File: src/rtl/key_pkg.sv
// Shared definitions for the pushbutton conditioner.
// Contents: per-channel FSM state encoding, default timing constants
// (50 MHz system clock) and a small max helper used to size counters.
package key_pkg;

  typedef enum logic [1:0] {
    RELEASED  = 2'd0,
    HELD      = 2'd1,
    REPEATING = 2'd2
  } key_state_e;

  localparam int DEF_N_KEYS          = 2;
  localparam int DEF_DEBOUNCE_CYCLES = 1000000;   // 20 ms
  localparam int DEF_REPEAT_DELAY    = 25000000;  // 500 ms
  localparam int DEF_REPEAT_PERIOD   = 10000000;  // 200 ms

  // Largest of three timing constants; sizes the shared counter width.
  function automatic int max3(input int a, input int b, input int c);
    int m;
    m = a;
    if (b > m) begin
      m = b;
    end else begin
      m = m;
    end
    if (c > m) begin
      m = c;
    end else begin
      m = m;
    end
    return m;
  endfunction

endpackage

File: src/rtl/key_conditioner_if.sv
// Pushbutton bus between the raw keys and the digit-entry logic.
// Signals:
//   KEY       raw pushbuttons, active-low, asynchronous
//   key_level debounced level, active-high
//   key_pulse one-cycle press pulse per channel
// Modports: master drives KEY (board / bench), slave is the conditioner.
interface key_conditioner_if #(
  parameter int N_KEYS = 2
) ();

  logic [N_KEYS-1:0] KEY;
  logic [N_KEYS-1:0] key_level;
  logic [N_KEYS-1:0] key_pulse;

  modport master (output KEY, input key_level, input key_pulse);
  modport slave  (input KEY, output key_level, output key_pulse);

endinterface

File: src/rtl/key_debounce_ch.sv
// Single pushbutton channel: 2-flop synchroniser, debounce counter and
// RELEASED/HELD/REPEATING state machine producing a registered level and
// a registered one-cycle press pulse.
// Optional feature: define KEY_AUTOREPEAT_EN to build the auto-repeat
// counter (first repeat after REPEAT_DELAY held cycles, then every
// REPEAT_PERIOD cycles). Without it REPEATING is unreachable.
// Ports:
//   clk    system clock, rising edge
//   rst_n  asynchronous reset, active-low
//   key_n  raw key, active-low, asynchronous
//   level  debounced level, active-high
//   pulse  one-cycle pulse on accepted press (and on repeats if enabled)
module key_debounce_ch
  import key_pkg::*;
#(
  parameter int DEBOUNCE_CYCLES = DEF_DEBOUNCE_CYCLES,
  parameter int REPEAT_DELAY    = DEF_REPEAT_DELAY,
  parameter int REPEAT_PERIOD   = DEF_REPEAT_PERIOD
) (
  input  logic clk,
  input  logic rst_n,
  input  logic key_n,
  output logic level,
  output logic pulse
);

  localparam int CNT_W = $clog2(max3(DEBOUNCE_CYCLES, REPEAT_DELAY, REPEAT_PERIOD) + 1);
  localparam logic [CNT_W-1:0] DB_MAX = CNT_W'(DEBOUNCE_CYCLES);

  logic [1:0]       sync_r;
  logic [CNT_W-1:0] cnt_r;
  logic [CNT_W-1:0] cnt_nxt_s;
  logic             toggle_s;
  logic             pressed_s;
  key_state_e       state_r;
  key_state_e       state_nxt_s;
  logic             level_r;
  logic             pulse_r;
  logic             pulse_nxt_s;

`ifdef KEY_AUTOREPEAT_EN
  localparam logic [CNT_W-1:0] RD_LAST = CNT_W'(REPEAT_DELAY - 1);
  localparam logic [CNT_W-1:0] RP_LAST = CNT_W'(REPEAT_PERIOD - 1);
  logic [CNT_W-1:0] rep_cnt_r;
  logic [CNT_W-1:0] rep_nxt_s;
`endif

  // Synchroniser; resets to the released (high) level of the raw key.
  always_ff @(posedge clk or negedge rst_n) begin
    if (!rst_n) begin
      sync_r <= 2'b11;
    end else begin
      sync_r <= {sync_r[0], key_n};
    end
  end

  assign pressed_s = ~sync_r[1];

  // Debounce counter: toggle is taken on the edge after DEBOUNCE_CYCLES
  // consecutive differing samples have been counted.
  always_comb begin
    cnt_nxt_s = '0;
    toggle_s  = 1'b0;
    if (cnt_r == DB_MAX) begin
      toggle_s  = 1'b1;
      cnt_nxt_s = '0;
    end else if (pressed_s != level_r) begin
      cnt_nxt_s = cnt_r + CNT_W'(1'b1);
    end else begin
      cnt_nxt_s = '0;
    end
  end

  // Next-state and pulse decode.
  always_comb begin
    state_nxt_s = state_r;
    pulse_nxt_s = 1'b0;
`ifdef KEY_AUTOREPEAT_EN
    rep_nxt_s   = '0;
`endif
    case (state_r)
      RELEASED: begin
        if (toggle_s) begin
          state_nxt_s = HELD;
          pulse_nxt_s = 1'b1;
        end else begin
          state_nxt_s = RELEASED;
        end
      end
      HELD: begin
        if (toggle_s) begin
          state_nxt_s = RELEASED;
        end else begin
`ifdef KEY_AUTOREPEAT_EN
          if (rep_cnt_r == RD_LAST) begin
            state_nxt_s = REPEATING;
            pulse_nxt_s = 1'b1;
          end else begin
            rep_nxt_s = rep_cnt_r + CNT_W'(1'b1);
          end
`else
          state_nxt_s = HELD;
`endif
        end
      end
      REPEATING: begin
        if (toggle_s) begin
          state_nxt_s = RELEASED;
        end else begin
`ifdef KEY_AUTOREPEAT_EN
          if (rep_cnt_r == RP_LAST) begin
            pulse_nxt_s = 1'b1;
          end else begin
            rep_nxt_s = rep_cnt_r + CNT_W'(1'b1);
          end
`else
          // Unreachable in this build; fall back to a safe state.
          state_nxt_s = RELEASED;
`endif
        end
      end
      default: begin
        state_nxt_s = RELEASED;
      end
    endcase
  end

  // Channel state, counters and registered outputs.
  always_ff @(posedge clk or negedge rst_n) begin
    if (!rst_n) begin
      cnt_r     <= '0;
      state_r   <= RELEASED;
      level_r   <= 1'b0;
      pulse_r   <= 1'b0;
`ifdef KEY_AUTOREPEAT_EN
      rep_cnt_r <= '0;
`endif
    end else begin
      cnt_r     <= cnt_nxt_s;
      state_r   <= state_nxt_s;
      level_r   <= (state_nxt_s != RELEASED);
      pulse_r   <= pulse_nxt_s;
`ifdef KEY_AUTOREPEAT_EN
      rep_cnt_r <= rep_nxt_s;
`endif
    end
  end

  assign level = level_r;
  assign pulse = pulse_r;

endmodule

File: src/rtl/key_conditioner.sv
// Pushbutton conditioner: N_KEYS independent debounce channels.
// Optional feature macro: KEY_AUTOREPEAT_EN (auto-repeat pulses while held).
// Ports:
//   CLOCK_50  system clock, rising edge
//   reset     asynchronous reset, active-low
//   keys      key_conditioner_if.slave: KEY in, key_level / key_pulse out
//             (key_pulse bit 1 = digit increment, bit 0 = position advance)
module key_conditioner
  import key_pkg::*;
#(
  parameter int N_KEYS          = DEF_N_KEYS,
  parameter int DEBOUNCE_CYCLES = DEF_DEBOUNCE_CYCLES,
  parameter int REPEAT_DELAY    = DEF_REPEAT_DELAY,
  parameter int REPEAT_PERIOD   = DEF_REPEAT_PERIOD
) (
  input  logic             CLOCK_50,
  input  logic             reset,
  key_conditioner_if.slave keys
);

  logic [N_KEYS-1:0] level_s;
  logic [N_KEYS-1:0] pulse_s;

  for (genvar i = 0; i < N_KEYS; i++) begin : g_ch
    key_debounce_ch #(
      .DEBOUNCE_CYCLES(DEBOUNCE_CYCLES),
      .REPEAT_DELAY   (REPEAT_DELAY),
      .REPEAT_PERIOD  (REPEAT_PERIOD)
    ) u_ch (
      .clk  (CLOCK_50),
      .rst_n(reset),
      .key_n(keys.KEY[i]),
      .level(level_s[i]),
      .pulse(pulse_s[i])
    );
  end

  assign keys.key_level = level_s;
  assign keys.key_pulse = pulse_s;

endmodule

File: src/flat_wrapper.sv
// flat-port wrapper written by rule: the top's interface ports become plain ports
module key_conditioner_flat import key_pkg::*;
#(
  parameter int N_KEYS          = DEF_N_KEYS,
  parameter int DEBOUNCE_CYCLES = DEF_DEBOUNCE_CYCLES,
  parameter int REPEAT_DELAY    = DEF_REPEAT_DELAY,
  parameter int REPEAT_PERIOD   = DEF_REPEAT_PERIOD
)
  (CLOCK_50, reset, keys_KEY, keys_key_level, keys_key_pulse);
  key_conditioner_if #(.N_KEYS(N_KEYS)) keys_i ();
  input  logic CLOCK_50;
  input  logic reset;
  input wire logic [$bits(keys_i.KEY)-1:0] keys_KEY;
  output wire logic [$bits(keys_i.key_level)-1:0] keys_key_level;
  output wire logic [$bits(keys_i.key_pulse)-1:0] keys_key_pulse;
  assign keys_i.KEY = keys_KEY;
  assign keys_key_level = keys_i.key_level;
  assign keys_key_pulse = keys_i.key_pulse;
  key_conditioner #(.N_KEYS(N_KEYS), .DEBOUNCE_CYCLES(DEBOUNCE_CYCLES), .REPEAT_DELAY(REPEAT_DELAY), .REPEAT_PERIOD(REPEAT_PERIOD)) u_core (.CLOCK_50(CLOCK_50), .reset(reset), .keys(keys_i));
endmodule
File: config.mk
export PLATFORM = sky130hd
export DESIGN_NAME = key_conditioner_flat
export DESIGN_NICKNAME = d
export VERILOG_FILES = /design/src/rtl/key_pkg.sv /design/src/rtl/key_conditioner_if.sv /design/src/rtl/key_debounce_ch.sv /design/src/rtl/key_conditioner.sv /design/src/flat_wrapper.sv
export SDC_FILE = /design/constraint.sdc
export NUM_CORES = 1
export LEC_CHECK = 0
export ABC_CLOCK_PERIOD_IN_PS = 2500
export CORE_MARGIN = 3
export CORE_UTILIZATION = 51
export DETAILED_ROUTE_END_ITERATION = 10
export GPL_ROUTABILITY_DRIVEN = 1
export PLACE_DENSITY = 0.76
export SLEW_MARGIN = 30
export SYNTH_ARGS = -nofsm -noshare
export SYNTH_HDL_FRONTEND = slang
export SYNTH_SLANG_ARGS = --single-unit
File: constraint.sdc
create_clock -name CLOCK_50 -period 2.5 [get_ports CLOCK_50]
set_input_delay 0.375 -clock CLOCK_50 [delete_from_list [all_inputs] [get_ports CLOCK_50]]
set_output_delay 0.375 -clock CLOCK_50 [all_outputs]
set_load 0.01 [all_outputs]
==> impl_results.md <==
* CTS tree: built
* Worst vdd ir at 0.338 mV
* Sink Count at 58
* Clock transition at the registers of the reported paths at roughly 0.06 ns
* Synth Area in Simple Gates at 26.8%
* Largest net degree at the start of global routing at 27
* CTS Root Cell: clkbuf_8
* Final Wtd Congestion at roughly 0.8
* Setup ws final at 0.410 ns
* Yosys top cell area share at 45.2%
* DRC violations left at 0
* Worst skew pair latency at 0.33 ns
* CP top delay family: simple AND/OR/NAND/NOR gates
* Most common cell in the netlist: dfrtp_1
* Row count at 27
* Number of vias per cell at roughly 6.0
* Routed WL at a little over 6 mm
* ANT nets after route at 0
* Gate Count Post-Synth at 307
* Hold buffers post-CTS at 0
* Ys async rst share at 100%
* Number of diodes at 0
* P per Cell Area at 579 nW/um^2
* Final nets at 325
* DRT Pass-1 Iters at 4
* Setup Fix Bufs, Post-CTS at 0
* Slew Viols, Final at 0
* Die Width at between 80 and 90 um
* Final worst path period share at 83.6%
* Main combinational cell family by area after synthesis: simple AND/OR/NAND/NOR gates
* Post-synth EDFFs at 0
* Total Power at 1.91 mW
* Initial antenna violation count at 0
* Max transition margin at 61.7%
* Die ar. at 6820 um^2
* Outcome: finished clean
* Max Fclk at 0.478 GHz
* Global-route wire length before repair at 10.1 mm
* Max cap viols at 0
* Maximum clock path buffer count at 2
* Post-synthesis compound-gate area fraction at 9.24%
* DP HPWL at 4.05 mm
* PortBufs at 7
* Synthesized flop and latch total at 58
* Post-cts sizing count at 0
* Vias in the first global route at 2165
* CP endpoint kind: register
* XOR/XNOR Fraction of Synth Area at 7.90%
* Vias post-DR at 2340
* Worst endpoint data arrival time at 2.31 ns
* Final Hold Viols at 0
* Crit-path max FO at 25
* Cell Area, Synth at 2990 um^2
* Fill cells at 453
* Largest area contributor in the netlist: dfrtp_1
* Total GRT Usage at roughly a fifth
* Req. time, crit path at 2.72 ns
* Initial DRC count at 185
* RSZ-0062 raised after global routing: no
* Final Util at 58.9%
* Tightest Hold Check Type: input port to async pin
* Post-place setup slack at 0.425 ns
* Slowest cell on the critical path: or4b_1
* Commonest cells post-synth: dfrtp_1 (54), nor2_1 (34), a21oi_1 (19), nand3_1 (18)
* Prevailing post-synth register cell: dfrtp_1
* Seq/Total Area, Yosys at a little under 50%
* Setup-failing EPs final at 0
* Critical path class: register to register
* Mapped Avg Cell Area at 9.74 um^2
* Worst Path Buf+Inv at 1
* Slowest cell delay on critical path at 0.55 ns
* Num CTS Buffers at 9
* Fraction of layout cells with a size suffix above 1 at 12.2%
* YS warnings at 0
* Mux contribution to synthesized area at 0%
* Post-Synth Adder-Cell Area at 2.51%
* Final setup TNS at 0 ns
* Worst Max-Slew Pin Slew at 0.575 ns
* H-Tree Depth at 3
* Period minus WS final at 2.09 ns
* Area delta synth->final at 10.4%
* Critical-path cell list: or4b_1 -> or2_2 -> o31ai_4 -> buf_4 -> o21ba_2
* Die H at 82.6 um
* Skew final at 0.00362 ns
* Leakage at 1.28 nW
* GRT overflow at 0
* Worst Setup Start Kind: register
* Netlist cell types at 40
* Mapped Nets at 317
* I/O pins at 8
* Largest cells by area after synthesis: dfrtp_1 (45%), xnor2_1 (5.0%), nor2_1 (4.3%), dfstp_2 (3.5%), a21oi_1 (3.2%)
* Core area at roughly 5600 um^2
* Wire per inst at 15.4 um
* Initial core utilization at 53.3%
worst reg2reg max path: cells and delay by family (launching register included):
family | cells | cell delay [ns]
compound gates | 2 | 0.36
buf+inv | 1 | 0.30
flops | 1 | 0.43
simple gates | 2 | 0.89
cell usage in the layout, fill, tap and decap left out, types with 6 or more instances in the layout:
cell type	instances
or3_1	11
ha_1	6
o21ai_0	11
clkdlybuf4s50_1	6
xnor2_1	17
nand2_1	17
o31ai_1	6
nand3_1	18
nor2_1	34
nor4_1	10
xor2_1	10
clkbuf_8	11
a21oi_1	19
dfrtp_1	54
nand4_1	13
inv_1	16
worst paths after layout:
check                                         startpoint                            end  slack, ns  depth (start not counted)
setup / recovery            u_core.g_ch[0].u_ch.cnt_r[5]  u_core.g_ch[0].u_ch.cnt_r[23]       0.41                          5
hold reg to reg            u_core.g_ch[1].u_ch.sync_r[0]  u_core.g_ch[1].u_ch.sync_r[1]       0.36                          0
min in group CLOCK_50      u_core.g_ch[1].u_ch.sync_r[0]  u_core.g_ch[1].u_ch.sync_r[1]       0.36                          0
hold / removal                                     reset  u_core.g_ch[0].u_ch.cnt_r[23]       0.04                          1
max in group asynchronous                          reset  u_core.g_ch[1].u_ch.sync_r[1]       1.75                          2
setup reg to reg            u_core.g_ch[0].u_ch.cnt_r[5]  u_core.g_ch[0].u_ch.cnt_r[23]       0.41                          5
power by group:
group / internal (mW) / switching, mW / total (mW)
registers: 0.952 / 0.0144 / 0.967
clock network: 0.515 / 0.360 / 0.874
logic: 0.0230 / 0.0472 / 0.0702
total: 1.49 / 0.421 / 1.91
sequential cells by signal, summed over array words and instances (netlist names):
name and cells:
u_core.g_ch.u_ch.sync_r 4, u_core.g_ch.u_ch.cnt_r 50, u_core.g_ch.u_ch.level 2, u_core.g_ch.u_ch.pulse 2
cell type report:
cell class,count,area [um^2],share of cell area [%]
clock buffers,14,163,4.93
well taps,72,90.1,2.73
multi-input cells,218,1400,42.3
clock inverters,2,35.0,1.06
repair buffers,12,103,3.11
inverters,16,60.1,1.82
flip-flops and latches,58,1460,44.1
kinds of logic after synthesis:
logic type                 after synthesis
adders and majority gates                6
xor gates and xnor gates                27
DFF                                     58
buffers and inverters                   31
and+or+nand+nor                        141
AOI/OAI and AO/OA                       44
metal layers:
metal	routed length, um	share of wire, %	GRT usage [%]	vias up
li1	-	-	-	1115
met1	2860	47	26.6	1150
met3	249	4.1	4.12	10
met2	2840	47	28.8	65
met5	0	0	0	-
met4	98	1.6	9.48	0
per-stage QoR:
step	cells	hold slack [ns]	cell area, um^2
floorplan	307	0.0794	2990
global placement	376	0.351	3100
detailed placement	376	0.351	3100
CTS	392	0.0430	3300
global route	392	0.0799	3300
finish	392	0.0358	3300
Note: power is estimated with default switching activity, not from simulation.
